## config.mk

```make
export PLATFORM = sky130hd
export DESIGN_NAME = regfile_write_arbiter
export DESIGN_NICKNAME = d
export VERILOG_FILES = /design/src/rtl/regfile_pkg.sv /design/src/rtl/regfile_wb_fifo.sv /design/src/rtl/regfile_write_arbiter.sv
export SDC_FILE = /design/constraint.sdc
export NUM_CORES = 1
export LEC_CHECK = 0
export ABC_CLOCK_PERIOD_IN_PS = 3270
export BUFFER_PORTS_ARGS = -buffer_cell sky130_fd_sc_hd__clkbuf_2
export CAP_MARGIN = 40
export CORE_UTILIZATION = 57
export CTS_CLUSTER_SIZE = 12
export DETAILED_ROUTE_END_ITERATION = 8
export HOLD_SLACK_MARGIN = 0.03
export PLACE_DENSITY = 0.92
export SYNTH_ARGS = -nofsm -noshare
export SYNTH_HDL_FRONTEND = slang
export SYNTH_HIERARCHICAL = 1
export SYNTH_SLANG_ARGS = --single-unit
```

## constraint.sdc

```tcl
create_clock -name i_clk -period 3.27 [get_ports i_clk]
set_input_delay 0.327 -clock i_clk [delete_from_list [all_inputs] [get_ports i_clk]]
set_output_delay 0.327 -clock i_clk [all_outputs]
set_load 0.02 [all_outputs]
```

## src/rtl/regfile_pkg.sv

```systemverilog
// Shared register-file types and widths.
// Used by the write arbiter, its FIFO and the register file.
package regfile_pkg;

   localparam int DATA_WIDTH     = 32;
   localparam int REG_ADDR_WIDTH = 5;
   localparam int NUM_REGS       = 2 ** REG_ADDR_WIDTH;

   typedef struct packed {
      logic [REG_ADDR_WIDTH-1:0] addr;
      logic [DATA_WIDTH-1:0]     data;
   } wr_req_t;

endpackage

```

## src/rtl/regfile_wb_fifo.sv

```systemverilog
// Small synchronous FIFO of register write requests.
// Holds long-latency results until the write port is free.
module regfile_wb_fifo
   import regfile_pkg::*;
#(
   parameter int DEPTH = 4
) (
   input  logic                     i_clk,
   input  logic                     i_rst,
   input  logic                     i_push,
   input  wr_req_t                  i_data,
   input  logic                     i_pop,
   output wr_req_t                  o_head,
   output logic                     o_full,
   output logic                     o_empty,
   output logic [$clog2(DEPTH):0]   o_level
);

   localparam int AW = $clog2(DEPTH);

   wr_req_t        mem [DEPTH];
   logic [AW-1:0]  wr_ptr;
   logic [AW-1:0]  rd_ptr;
   logic [AW:0]    cnt;
   logic           do_push;
   logic           do_pop;

   assign do_push = i_push & ~o_full;
   assign do_pop  = i_pop & ~o_empty;

   // Pointers wrap naturally since DEPTH is a power of two.
   always_ff @(posedge i_clk or posedge i_rst) begin
      if (i_rst) begin
         wr_ptr <= '0;
         rd_ptr <= '0;
         cnt    <= '0;
      end else begin
         if (do_push) wr_ptr <= wr_ptr + 1'b1;
         if (do_pop)  rd_ptr <= rd_ptr + 1'b1;
         if (do_push && !do_pop)      cnt <= cnt + 1'b1;
         else if (do_pop && !do_push) cnt <= cnt - 1'b1;
      end
   end

   // Entry storage; contents are don't-care while empty.
   always_ff @(posedge i_clk) begin
      if (do_push) mem[wr_ptr] <= i_data;
   end

   assign o_head  = mem[rd_ptr];
   assign o_full  = (cnt == (AW+1)'(DEPTH));
   assign o_empty = (cnt == '0);
   assign o_level = cnt;

endmodule

```

## src/rtl/regfile_write_arbiter.sv

```systemverilog
// Register-file write port arbiter with long-latency scoreboard.
// Optional REGFILE_WB_BYPASS_EN exposes the in-flight write to readers.
module regfile_write_arbiter
   import regfile_pkg::*;
#(
   parameter int FIFO_DEPTH = 4
) (
   input  logic                          i_clk,
   input  logic                          i_rst,
   input  logic                          i_pipe_valid,
   input  logic [REG_ADDR_WIDTH-1:0]     i_pipe_addr,
   input  logic [DATA_WIDTH-1:0]         i_pipe_data,
   input  logic                          i_lu_valid,
   input  logic [REG_ADDR_WIDTH-1:0]     i_lu_addr,
   input  logic [DATA_WIDTH-1:0]         i_lu_data,
   output logic                          o_lu_ready,
   input  logic                          i_issue_en,
   input  logic [REG_ADDR_WIDTH-1:0]     i_issue_addr,
   input  logic [REG_ADDR_WIDTH-1:0]     i_addr_ra,
   input  logic [REG_ADDR_WIDTH-1:0]     i_addr_rb,
   output logic                          o_busy_ra,
   output logic                          o_busy_rb,
   output logic                          o_w_en,
   output logic [REG_ADDR_WIDTH-1:0]     o_addr_w,
   output logic [DATA_WIDTH-1:0]         o_din,
   output logic [$clog2(FIFO_DEPTH):0]   o_fifo_level
`ifdef REGFILE_WB_BYPASS_EN
   ,
   output logic                          o_byp_ra_hit,
   output logic                          o_byp_rb_hit,
   output logic [DATA_WIDTH-1:0]         o_byp_ra_data,
   output logic [DATA_WIDTH-1:0]         o_byp_rb_data
`endif
);

   wr_req_t               pipe_req;
   wr_req_t               lu_req;
   wr_req_t               head;
   wr_req_t               sel_req;
   logic                  sel_valid;
   logic                  pop;
   logic                  push;
   logic                  full;
   logic                  empty;
   logic [NUM_REGS-1:0]   pending;
   logic [NUM_REGS-1:0]   pending_nxt;

   assign pipe_req   = '{addr: i_pipe_addr, data: i_pipe_data};
   assign lu_req     = '{addr: i_lu_addr, data: i_lu_data};
   assign o_lu_ready = ~full & ~i_rst;
   assign push       = i_lu_valid & o_lu_ready;

   // Pipeline has priority; the FIFO drains only in idle slots.
   always_comb begin
      sel_req   = pipe_req;
      sel_valid = i_pipe_valid;
      pop       = 1'b0;
      if (!i_pipe_valid && !empty) begin
         sel_req   = head;
         sel_valid = 1'b1;
         pop       = 1'b1;
      end
   end

   regfile_wb_fifo #(
      .DEPTH (FIFO_DEPTH)
   ) u_fifo (
      .i_clk   (i_clk),
      .i_rst   (i_rst),
      .i_push  (push),
      .i_data  (lu_req),
      .i_pop   (pop),
      .o_head  (head),
      .o_full  (full),
      .o_empty (empty),
      .o_level (o_fifo_level)
   );

   // Register the selected write; writes to x0 are suppressed.
   always_ff @(posedge i_clk or posedge i_rst) begin
      if (i_rst) begin
         o_w_en   <= 1'b0;
         o_addr_w <= '0;
         o_din    <= '0;
      end else begin
         o_w_en <= sel_valid & (sel_req.addr != '0);
         if (sel_valid) begin
            o_addr_w <= sel_req.addr;
            o_din    <= sel_req.data;
         end
      end
   end

   // Pop clears, issue sets; set is applied last so it wins.
   always_comb begin
      pending_nxt = pending;
      if (pop)        pending_nxt[head.addr]    = 1'b0;
      if (i_issue_en) pending_nxt[i_issue_addr] = 1'b1;
      pending_nxt[0] = 1'b0;
   end

   // Scoreboard register.
   always_ff @(posedge i_clk or posedge i_rst) begin
      if (i_rst) pending <= '0;
      else       pending <= pending_nxt;
   end

   assign o_busy_ra = (i_addr_ra != '0) & pending[i_addr_ra];
   assign o_busy_rb = (i_addr_rb != '0) & pending[i_addr_rb];

`ifdef REGFILE_WB_BYPASS_EN
   assign o_byp_ra_hit  = o_w_en & (o_addr_w == i_addr_ra) & (i_addr_ra != '0);
   assign o_byp_rb_hit  = o_w_en & (o_addr_w == i_addr_rb) & (i_addr_rb != '0);
   assign o_byp_ra_data = o_din;
   assign o_byp_rb_data = o_din;
`endif

endmodule

```

# Yosys cells after proc, flatten, opt, wreduce, memory -nomap -nowiden

Memories as Yosys holds them, arrays and structs flattened.
Cells that the tools add are included.

Memories kept: 1
Register bits: 76
RAM bits: 148
Word-level logic and storage cells: 63
Input port bits: 94
Output and inout port bits: 44

Reductions and logical operators: 14
$lt $le $gt $ge: 6
Muxes and demuxes: 17
Bitwise operators: 13
Equal/unequal tests: 1
Add/sub/neg operators: 4

Memories:

| name       | depth | bits a word | read ports | clocked after memory_dff | write ports | line                  | text |
|---|---|---|---|---|---|---|---|
| u_fifo.mem | 4     | 37          | 1          | 0                        | 1           | regfile_wb_fifo.sv:21 | `wr_req_t mem [DEPTH];` |

Operator list:

| kind                                                              | count |
|---|---|
| two-way mux 32 bit                                                | 2 |
| two-way mux 37 bit                                                | 1 |
| bitwise AND 32 bit                                                | 1 |
| NOT 32 bit                                                        | 1 |
| bitwise OR 32 bit                                                 | 1 |
| less-than comparator 5 x 6 -> 1 bit, second input constant        | 4 |
| nonzero test 5 bit                                                | 3 |
| binary-select mux 1 bit (select 5 bit)                            | 2 |
| demux 1 bit (select 5 bit)                                        | 2 |
| greater-or-equal comparator 5 x 1 -> 1 bit, second input constant | 2 |
| two-way mux 1 bit                                                 | 8 |
| bitwise AND 1 bit                                                 | 7 |
| two-way mux 3 bit                                                 | 2 |
| logical AND 1 bit                                                 | 5 |
| adder 2 x 1 -> 2 bit, second input constant                       | 2 |
| logical NOT 1 bit                                                 | 4 |
| adder 3 x 1 -> 3 bit, second input constant                       | 1 |
| == test 3 bit, second input constant                              | 1 |
| logical NOT 3 bit                                                 | 1 |
| NOT 1 bit                                                         | 3 |
| subtractor 3 x 1 -> 3 bit, second input constant                  | 1 |
| nonzero test 2 bit                                                | 1 |

# Logic depth before layout (Yosys ltp)

Gate-level depths: netlist (run 1).
An unclocked memory read counts as a cell.

Word-level depth: 10
Depth in mapped cells: 11
Mapped depth without buffers: 10

# Hierarchy

The synthesis (run 1) kept the hierarchy.

By module, submodules not included:

| module                | cells each | times used | area each (sq um) |
|---|---|---|---|
| regfile_wb_fifo       | 229        | 1          | 5753.0 |
| regfile_write_arbiter | 344        | 1          | 3601.0 |

# Worst setup path after synthesis (run 1)

OpenSTA, ideal clock, no wires.

Kind: reg-to-reg
Start point: register u_fifo.cnt[2], in the netlist u_fifo/o_level[2]
End point: memory u_fifo/mem[0][0] in the netlist's numbering, enable pin
Arrival time: 2.336 ns
Library setup time: 0.398 ns
Slack: 0.536 ns
Buffers on the path: 1
Period minus slack after synthesis: 2.734 ns
Stages on the path, launching flop included: 7
Data required time: 2.872 ns
Cell sequence: dfrtp_1 nor3b_2 nor2_1 and2_1 nor2b_1 buf_2 and2_1

Word-level cells in the longest chain between the ends: 7

RTL lines:

| what                                    | line                        | text |
|---|---|---|
| start, declared                         | regfile_wb_fifo.sv:24       | `logic [AW:0] cnt;` |
| start signal, assigned                  | regfile_wb_fifo.sv:40       | `if (do_push && !do_pop) cnt <= cnt + 1'b1;` |
| start signal, assigned                  | regfile_wb_fifo.sv:41       | `else if (do_pop && !do_push) cnt <= cnt - 1'b1;` |
| == test 3 bit                           | regfile_wb_fifo.sv:51       | `assign o_full = (cnt == (AW+1)'(DEPTH));` |
| named net full                          | regfile_write_arbiter.sv:43 | `logic full;` |
| NOT 1 bit                               | regfile_write_arbiter.sv:50 | `assign o_lu_ready = ~full & ~i_rst;` |
| bitwise AND 1 bit                       | regfile_write_arbiter.sv:50 |  |
| named net o_lu_ready                    | regfile_write_arbiter.sv:16 | `output logic o_lu_ready,` |
| bitwise AND 1 bit                       | regfile_write_arbiter.sv:51 | `assign push = i_lu_valid & o_lu_ready;` |
| named net push                          | regfile_write_arbiter.sv:42 | `logic push;` |
| bitwise AND 1 bit                       | regfile_wb_fifo.sv:28       | `assign do_push = i_push & ~o_full;` |
| named net u_fifo.do_push                | regfile_wb_fifo.sv:25       | `logic do_push;` |
| two-way mux 1 bit                       | regfile_wb_fifo.sv:47       | `if (do_push) mem[wr_ptr] <= i_data;` |
| two-way mux 1 bit (implied by the code) | regfile_wb_fifo.sv:47       |  |
| end, declared                           | regfile_wb_fifo.sv:21       |  |

The timed path passes the listed nets, and every way through them passes these cells.

==> impl_metrics.json, run 1 <==
{
  "ir_worst_vdd_v": 0.000559,
  "syn_nets": 673,
  "row_count": 46,
  "drc": 0,
  "path_buf_inv": 1,
  "grt_max_degree": 47,
  "power_density_nw_per_um2": 857,
  "portBuffers": 137,
  "area_delta_synth_final_pct": 19.0,
  "synth_area_um2": 9350,
  "gp_congestion": 0.874,
  "synthTopCellsByArea": "edfxtp_1 48%, dfrtp_1 20%, mux4_2 12%",
  "power_leakage_nw": 4.17,
  "yosysMostFrequentCell": "edfxtp_1",
  "fin_tns_setup_ns": 0,
  "vias": 5805,
  "synth_largest_area_cell": "edfxtp_1",
  "utilization_pct": 69.8,
  "critPathMostFrequentCell": "o21ai_0",
  "skew_ns": 0.00967,
  "cts-root-buf": "clkbuf_16",
  "dpl_cell_area_um2": 10300,
  "clock_latency_ns": 0.50,
  "ctsResizeCount": 0,
  "clock-sinks": 224,
  "cp.arrival_ns": 3.05,
  "die_w_um": 130,
  "wl_per_cell_um": 22.8,
  "drive_gt1_share_pct": 33.7,
  "dp.final_hpwl_um": 13900,
  "max_freq_mhz": 372,
  "io_pins": 138,
  "fin_cells": 958,
  "async_reset_ff_share_pct": 33.9,
  "synth_seq_cells": 224,
  "grt_pass1_vias": 6160,
  "status": "finished clean",
  "synth-edff-count": 148,
  "slowest_delay_ns": 0.71,
  "cts_tree": "built",
  "worstSetupPathType": "reg -> reg",
  "crit_chain": "buf_4 > mux4_2 > or3_1 > o21ai_0 > o21ai_0",
  "period_share_pct": 82.2,
  "synth_cells": 573,
  "core_area_um2": 15900,
  "finalMaxSlewViolations": 0,
  "dr.pass1.iters": 5,
  "worstPathRequired_ns": 3.63,
  "postRouteWirelength_um": 21900,
  "synth-seq-area-share_pct": 67.8,
  "rsz0062_at_grt": "no",
  "gr-total-overflow": 0,
  "antenna_found_initial": 2,
  "clockBufferDepth": 3,
  "syn_avg_cell_area_um2": 16.3,
  "start_util_pct": 58.7,
  "routed_via_density": 6.06,
  "dp.cells": 906,
  "cts-htree-levels": 1,
  "synth_top_cell_area_share_pct": 47.5,
  "synthFlopType": "edfxtp_1",
  "tightest_slew_ns": 0.749,
  "final_cell_area_um2": 11100,
  "fin_crit_ns": 2.69,
  "grt_usage_pct": 26.5,
  "dieArea_um2": 16900,
  "crit_path_start_kind": "flip-flop",
  "maxCapViolCount": 0,
  "setup_viol": 0,
  "cts_buffers": 24,
  "nNetsFinal": 821,
  "synth_commonest_cells": "148 x edfxtp_1, 88 x o21ai_0, 76 x dfrtp_1",
  "crit_path_end_kind": "flip-flop",
  "grt_pass1_wl_um": 33000,
  "cp_slowest_cell": "mux4_2",
  "path_delay_family": "multiplexers",
  "path_clk_slew_ns": 0.06,
  "critPathMaxFanout": 37,
  "drtIter0Drc": 535,
  "dp_slack_ns": 0.645,
  "timing.final.ws_setup_ns": 0.582,
  "synth_warnings": 6,
  "final-hold-violation-count": 0,
  "ys_types": 40,
  "maxSlewHeadroom_pct": 50.1,
  "postRouteAntennaNets": 0,
  "dieHeight_um": 130,
  "cts_setup_buffers": 0,
  "min_path_type": "in -> reg"
}
-- path summary, 6_finish.rpt --
| path | slack (ns) | end | from | cells past startpoint |
|---|---|---|---|---|
| max | 0.58 | pending[10] | u_fifo/rd_ptr[0] | 5 |
| min | 0.04 | o_din[15] | i_pipe_data[15] | 3 |
| max reg2reg | 0.58 | pending[10] | u_fifo/rd_ptr[0] | 5 |
| min reg2reg | 0.53 | pending[17] | pending[17] | 2 |
| max in group asynchronous | 2.09 | pending[27] | i_rst | 4 |
| min in group asynchronous | 0.36 | u_fifo/o_level[0] | i_rst | 3 |
-- timing repair --
item / CTS / global route
setup endpoints to repair: 0 / 0
hold endpoints to repair: 33 / 1
hold buffers: 4 / 1
-- where the power goes --
group          switching (W)  internal (W)
combinational        0.00162       0.00128
sequential          0.000380       0.00364
clock                0.00103       0.00158
-- tightest hold or removal path: cells and delay by family --
kind / cells / cell delay (ns)
AO/OA/AOI/OAI: 1 / 0.06
buffers and inverters: 1 / 0.08
AND/OR/NAND/NOR: 1 / 0.04
-- cell usage in the layout (no fill, tap or decap), drive strengths merged, types with 2 or more instances in the layout --
| master | synthesis | routed |
|---|---|---|
| xor2 | 2 | 2 |
| nor2b | 2 | 2 |
| dfrtp | 76 | 76 |
| nand3b | 14 | 14 |
| nor2 | 12 | 12 |
| or4 | 2 | 2 |
| a21oi | 3 | 3 |
| diode | 0 | 3 |
| or3 | 3 | 3 |
| o21ai | 98 | 98 |
| mux2 | 6 | 6 |
| and2 | 5 | 5 |
| nor3b | 3 | 3 |
| xnor2 | 4 | 4 |
| mux2i | 39 | 39 |
| nand3 | 6 | 6 |
| nand2b | 2 | 2 |
| dlygate4sd3 | 0 | 5 |
| mux4 | 51 | 51 |
| clkinv | 0 | 2 |
| nand2 | 42 | 42 |
| buf | 23 | 11 |
| edfxtp | 148 | 148 |
| ha | 5 | 5 |
| clkbuf | 8 | 178 |
| or3b | 2 | 2 |
| o211ai | 2 | 2 |
| inv | 6 | 6 |
-- sequential cells by signal, indices dropped and copies added, names as in the netlist --
name and count:
u_fifo/wr_ptr 2, u_fifo/mem 148, o_din 32, u_fifo/o_level 3, o_w_en 1, pending 31
o_addr_w 5, u_fifo/rd_ptr 2
-- per-stage QoR --
step                      power, W  hold WS (ns)
after global routing       0.00994        0.0278
after floorplan            0.00603         0.130
after detailed placement   0.00691         0.314
final                      0.00954        0.0386
after global placement     0.00671         0.291
after CTS                  0.00955        0.0314
-- final cells by class --
type                       count  area, um2
sequential                   224       6350
clock buffer                  41        726
antenna                        3       7.51
timing repair buffer         153        881
tap                          216        270
clock inverter                 3       43.8
multi-input combinational    312       2830
fill                         986       4810
inverter                       6       22.5
-- cells by family after synthesis --
group	Yosys count	synth area share, %
buf+inv	37	2.02
simple gates	95	5.23
flops	224	67.8
xor+xnor	6	0.562
mux	96	17.2
fa+ha+maj	6	0.883
compound gates	109	6.29
-- routing by layer --
| metal | up-vias | GRT usage (%) | wire (um) |
|---|---|---|---|
| met3 | 47 | 4.59 | 1660 |
| met2 | 316 | 45.1 | 11400 |
| met4 | 0 | 11.3 | 618 |
| met1 | 2917 | 33.9 | 8210 |
| met5 | - | 0 | 0 |
| li1 | 2525 | - | - |
Power figures use the tool's default switching activity.
==> run 2, diff against run 1 <==
Settings changed: ABC_CLOCK_PERIOD_IN_PS 3270 to 2520.
Clock period 3.27 ns to 2.52 ns, I/O delays scaled along.
==> run 2 against run 1 <==
Against the previous run:
- combinational power up 39%
- wire length increased by 14%
- flip-flop and latch count unchanged
- clock-buffer cell count is 8 lower
- largest power group unchanged
- critical path depth increased by 5
- largest cell class unchanged
- sequential power rose by 31%
- register-to-register slack got worse by 0.48 ns
- critical path type unchanged
- clock power rose by 19%
==> impl_metrics.json, run 2 (synthesized netlist as in run 1, its figures left out) <==
{
  "cp_slowest_cell": "dfrtp_2",
  "dieHeight_um": 130,
  "cp.arrival_ns": 2.81,
  "fin_cells": 1023,
  "max_freq_mhz": 414,
  "status": "finished clean",
  "maxCapViolCount": 0,
  "vias": 6399,
  "utilization_pct": 73.7,
  "final_cell_area_um2": 11700,
  "cts_buffers": 23,
  "io_pins": 138,
  "routed_via_density": 6.26,
  "layout_common_cells": "148 x edfxtp_1, 137 x clkbuf_2, 88 x o21ai_0, 72 x dfrtp_1, 71 x dlygate4sd3_1",
  "period_share_pct": 95.9,
  "maxSlewHeadroom_pct": 58.8,
  "reg_top3": "u_fifo/mem (148), o_din (32), pending (31)",
  "grt_usage_pct": 30.3,
  "finalMaxSlewViolations": 0,
  "cts_tree": "built",
  "wl_per_cell_um": 24.4,
  "gr-total-overflow": 0,
  "crit_chain": "nor3b_2 > nor2_1 > and2_1 > nor2b_1 > ha_2 > inv_1 > fa_1 > xor2_1 > nor2_1 > xor2_1",
  "die_w_um": 130,
  "power_leakage_nw": 4.44,
  "worstSetupPathType": "reg -> reg",
  "postRouteAntennaNets": 0,
  "switchingPower_w": 0.00407,
  "largest_register": "u_fifo/mem",
  "clock_power_share_pct": 25.0,
  "min_path_type": "in -> reg",
  "clockBufferDepth": 3,
  "hold_slack_ns": 0.0473,
  "drtIter0Drc": 550,
  "gp_congestion": 0.864,
  "skew_ns": 0.0102,
  "fin_crit_ns": 2.42,
  "n_antenna_cell": 0,
  "clock-sinks": 224,
  "path_clk_slew_ns": 0.06,
  "grt_pass1_wl_um": 37200,
  "final_common_cell": "edfxtp_1",
  "slowest_delay_ns": 0.45,
  "cts-root-buf": "clkbuf_16",
  "final-hold-violation-count": 0,
  "dp.cells": 916,
  "dieArea_um2": 16900,
  "tightest_slew_ns": 0.616,
  "ir_worst_vdd_v": 0.000851,
  "nNetsFinal": 896,
  "antenna_found_initial": 0,
  "combPwrFrac_pct": 32.5,
  "dp.final_hpwl_um": 14400,
  "grt_max_degree": 46,
  "critPathMaxFanout": 4,
  "dr.pass1.iters": 5,
  "sequentialPowerShare_pct": 42.5,
  "worstPathRequired_ns": 2.91,
  "dp_slack_ns": 0.254,
  "grt_pass1_vias": 6853,
  "timing.final.ws_setup_ns": 0.103,
  "setup_viol": 0,
  "drive_gt1_share_pct": 31.7,
  "internal-power_w": 0.00832,
  "portBuffers": 137,
  "crit_path_start_kind": "flip-flop",
  "dpl_cell_area_um2": 10400,
  "area_delta_synth_final_pct": 25.6,
  "core_area_um2": 15900,
  "start_util_pct": 58.7,
  "row_count": 46,
  "cts-htree-levels": 1,
  "cts_setup_buffers": 0,
  "largest_reg_flops": 148,
  "drc": 0,
  "netSwitchingFraction_pct": 32.9,
  "postRouteWirelength_um": 25000,
  "crit_path_end_kind": "flip-flop",
  "power_density_nw_per_um2": 1050,
  "clock_latency_ns": 0.50
}
run 2: changes by cell type in the layout (fill, tap and decap cells not counted), moves of 2 or more:
cell / previous run / this run
clkbuf_1: 12 / 9
dfrtp_1: 74 / 72
clkbuf_16: 25 / 23
diode_2: 3 / 0
clkbuf_8: 4 / 1
dlygate4sd3_1: 5 / 71
dfrtp_2: 2 / 4
buf_4: 6 / 17
run 2: path summary, 6_finish.rpt:
check	start	end	slack (ns)	depth (start not counted)
setup / recovery	u_fifo/o_level[2]	u_fifo/o_level[2]	0.10	10
hold / removal	i_pipe_data[15]	o_din[15]	0.05	3
setup reg to reg	u_fifo/o_level[2]	u_fifo/o_level[2]	0.10	10
hold reg to reg	pending[14]	pending[14]	0.54	2
max in group asynchronous	i_rst	o_din[21]	1.39	4
min in group asynchronous	i_rst	u_fifo/rd_ptr[0]	0.29	3
run 2: per-layer routing:
layer  track usage [%]  part of all wire, %  wire length (um)
met3              4.92                  8.5              2130
met4              14.8                  4.1              1020
met5                 0                    0                 0
met2              54.1                   53             13200
met1              35.8                   35              8660
run 2: power groups by stage:
stage          Sequential, W  Combinational, W  Clock, W
2_1_floorplan        0.00538           0.00245         0
3_3_place_gp         0.00518           0.00358         0
4_1_cts              0.00520           0.00391   0.00310
6_report             0.00526           0.00402   0.00310
3_5_place_dp         0.00526           0.00376         0
5_1_grt              0.00531           0.00426   0.00328
run 2: critical path: cells and delay by family (launching register included):
family	cells	cell delay, ns
buffers and inverters	1	0.06
adders and majority gates	2	0.59
xor gates and xnor gates	2	0.40
DFF	1	0.45
and+or+nand+nor	5	0.82
run 2: layout make-up:
| class | count | area (um2) |
|---|---|---|
| clock buffers | 33 | 623 |
| well taps | 216 | 270 |
| inverters | 6 | 22.5 |
| repair buffers | 229 | 1600 |
| clock inverters | 3 | 38.8 |
| multi-input cells | 312 | 2840 |
| flip-flops and latches | 224 | 6350 |
| fillers | 890 | 4200 |
run 2: metrics by stage:
| step | total power (W) | setup TNS [ns] |
|---|---|---|
| 6_report | 0.0124 | 0 |
| 2_1_floorplan | 0.00783 | 0 |
| 4_1_cts | 0.0122 | 0 |
| 3_5_place_dp | 0.00902 | 0 |
| 5_1_grt | 0.0128 | -0.00876 |
| 3_3_place_gp | 0.00876 | 0 |
run 2: timing repair:
item	in CTS	in global routing
setup endpoints to repair	0	1
hold buffers	70	1
gates resized for setup	0	4
hold endpoints to repair	211	1
==> run 3, diff against run 2 <==
Settings changed: ABC_CLOCK_PERIOD_IN_PS 2520 to 2070, CORE_UTILIZATION 57 to 51, PLACE_DENSITY 0.92 to 0.87.
Clock period 2.52 ns to 2.07 ns, I/O delays scaled along.
==> run 3 against run 2 <==
Against the previous run:
- sequential power up 21%
- combinational power up 32%
- clock-buffer cell count up 3
- register-to-register slack worse by 0.13 ns
- die area up 12%
- sequential share of layout area down 1.6 points
- first-iteration DRC count down 12%
- the run now ends with DRC, setup timing left
- power up 25%
- worst hold slack better by 0.079 ns
- setup slack worse by 0.30 ns
==> impl_metrics.json, run 3 (synthesized netlist as in run 1, its figures left out) <==
{
  "status": "complete, but fails checks",
  "violations": "DRC, setup timing",
  "n_antenna_cell": 0,
  "grt_pass1_wl_um": 34800,
  "gp_congestion": 0.871,
  "critPathMaxFanout": 3,
  "postRouteWirelength_um": 22600,
  "grt_pass1_vias": 6554,
  "crit_path_start_kind": "flip-flop",
  "cp.arrival_ns": 2.06,
  "final_common_cell": "edfxtp_1",
  "crit_path_end_kind": "primary output",
  "worstSetupPathType": "reg -> out",
  "finalMaxSlewViolations": 0,
  "vias": 6160,
  "tightest_slew_ns": 0.512,
  "max_freq_mhz": 441,
  "clock_power_share_pct": 24.8,
  "clock-sinks": 224,
  "dp.final_hpwl_um": 13400,
  "timing.final.ws_setup_ns": -0.199,
  "dp.cells": 935,
  "final-hold-violation-count": 0,
  "largest_register": "u_fifo/mem",
  "fillers": 1135,
  "maxCapViolCount": 0,
  "utilization_pct": 67.4,
  "dr.pass1.iters": 8,
  "rsz0062_at_grt": "yes",
  "cts-root-buf": "clkbuf_16",
  "fin_tns_setup_ns": -0.389,
  "clockBufferDepth": 3,
  "internal-power_w": 0.0106,
  "dpl_cell_area_um2": 10400,
  "switchingPower_w": 0.00498,
  "routed_via_density": 5.77,
  "multi_input_area_um2": 2960,
  "row_count": 49,
  "gr-total-overflow": 0,
  "reg_top3": "u_fifo/mem (148), o_din (32), pending (31)",
  "period_share_pct": 110,
  "cts_tree": "built",
  "skew_ns": 0.0159,
  "cts-htree-levels": 1,
  "start_util_pct": 52.1,
  "path_clk_slew_ns": 0.06,
  "largest_reg_flops": 148,
  "power_density_nw_per_um2": 1280,
  "drtIter0Drc": 485,
  "sequentialPowerShare_pct": 40.9,
  "cts_buffers": 23,
  "area_delta_synth_final_pct": 29.5,
  "power_leakage_nw": 4.61,
  "portBuffers": 137,
  "combPwrFrac_pct": 34.3,
  "clock_latency_ns": 0.52,
  "dieArea_um2": 18900,
  "layout_common_cells": "148 x edfxtp_1, 135 x clkbuf_2, 75 x dlygate4sd3_1, 71 x dfrtp_1, 67 x o21ai_0",
  "die_w_um": 137,
  "design_power_total_w": 0.0155,
  "grt_usage_pct": 24.8,
  "nNetsFinal": 922,
  "grt_max_degree": 57,
  "postRouteAntennaNets": 0,
  "worstPathRequired_ns": 1.86,
  "fin_cells": 1068,
  "drive_gt1_share_pct": 35.2,
  "final_cell_area_um2": 12100,
  "antenna_found_initial": 0,
  "maxSlewHeadroom_pct": 65.9,
  "wl_per_cell_um": 21.2,
  "netSwitchingFraction_pct": 32.0,
  "setup_viol": 4,
  "ir_worst_vdd_v": 0.00105,
  "dieHeight_um": 137,
  "core_area_um2": 18000,
  "min_path_type": "in -> reg",
  "drc": 2,
  "io_pins": 138,
  "fin_crit_ns": 2.27,
  "seqCellArea_um2": 6350
}
[run 3: changes by cell type in the layout (fill, tap and decap cells not counted), moves of 8 or more]
cell | previous run | this run
o21ai_0 | 88 | 67
o21ai_1 | 10 | 27
buf_4 | 17 | 30
and2_4 | 0 | 8
buf_6 | 0 | 8
[run 3: critical path, cell delays in order, from the launching register on]
cell and delay, ns:
dfrtp_1 0.41, mux4_2 0.48, mux2i_2 0.21, nor2_1 0.06, a211o_1 0.24, clkbuf_8 0.15
[run 3: layout make-up]
| class | instances | share of cell area (%) |
|---|---|---|
| flip-flops and latches | 224 | 52.5 |
| repair buffers | 251 | 14.8 |
| clock inverters | 6 | 0.558 |
| well taps | 229 | 2.37 |
| inverters | 6 | 0.186 |
| clock buffers | 36 | 5.16 |
| multi-input cells | 316 | 24.4 |
[run 3: what timing repair did]
item,4_1_cts,5_1_grt
endpoints found under the hold margin,205,0
pin swaps,6,15
gates cloned,4,0
setup buffers,5,7
resized for setup,12,42
setup endpoints to repair,166,30
hold buffers,75,0
[run 3: path summary, 6_finish.rpt]
| check | slack (ns) | cells after the start | from | endpoint |
|---|---|---|---|---|
| worst max-delay path | -0.20 | 5 | pending[24] | o_busy_ra |
| worst max register to register | -0.03 | 5 | u_fifo/rd_ptr[0] | o_w_en |
| worst min-delay path | 0.13 | 3 | i_issue_addr[3] | pending[8] |
| min in group asynchronous | 0.26 | 3 | i_rst | u_fifo/wr_ptr[1] |
| max in group asynchronous | 1.21 | 4 | i_rst | o_din[4] |
| worst min register to register | 0.52 | 2 | pending[27] | pending[27] |
[run 3: metrics by stage]
stage          hold slack [ns]  setup slack [ns]
2_1_floorplan           0.0102            -0.369
3_3_place_gp             0.231           -0.0265
3_5_place_dp             0.241           -0.0959
4_1_cts                  0.110            -0.209
5_1_grt                  0.150            -0.234
6_report                 0.127            -0.199
[run 3: routing by layer]
metal	track usage, %	vias up	routed length, um
met4	7.33	0	590
li1	-	2722	-
met3	5.85	50	1770
met5	0	-	0
met1	31.2	3102	8630
met2	42.6	286	11600
[run 3: power by group through the flow]
stage | clock network, W | registers [W] | logic, W
5_1_grt | 0.00408 | 0.00644 | 0.00571
3_5_place_dp | 0 | 0.00640 | 0.00469
4_1_cts | 0.00389 | 0.00632 | 0.00503
2_1_floorplan | 0 | 0.00656 | 0.00306
6_report | 0.00385 | 0.00636 | 0.00532
3_3_place_gp | 0 | 0.00635 | 0.00454
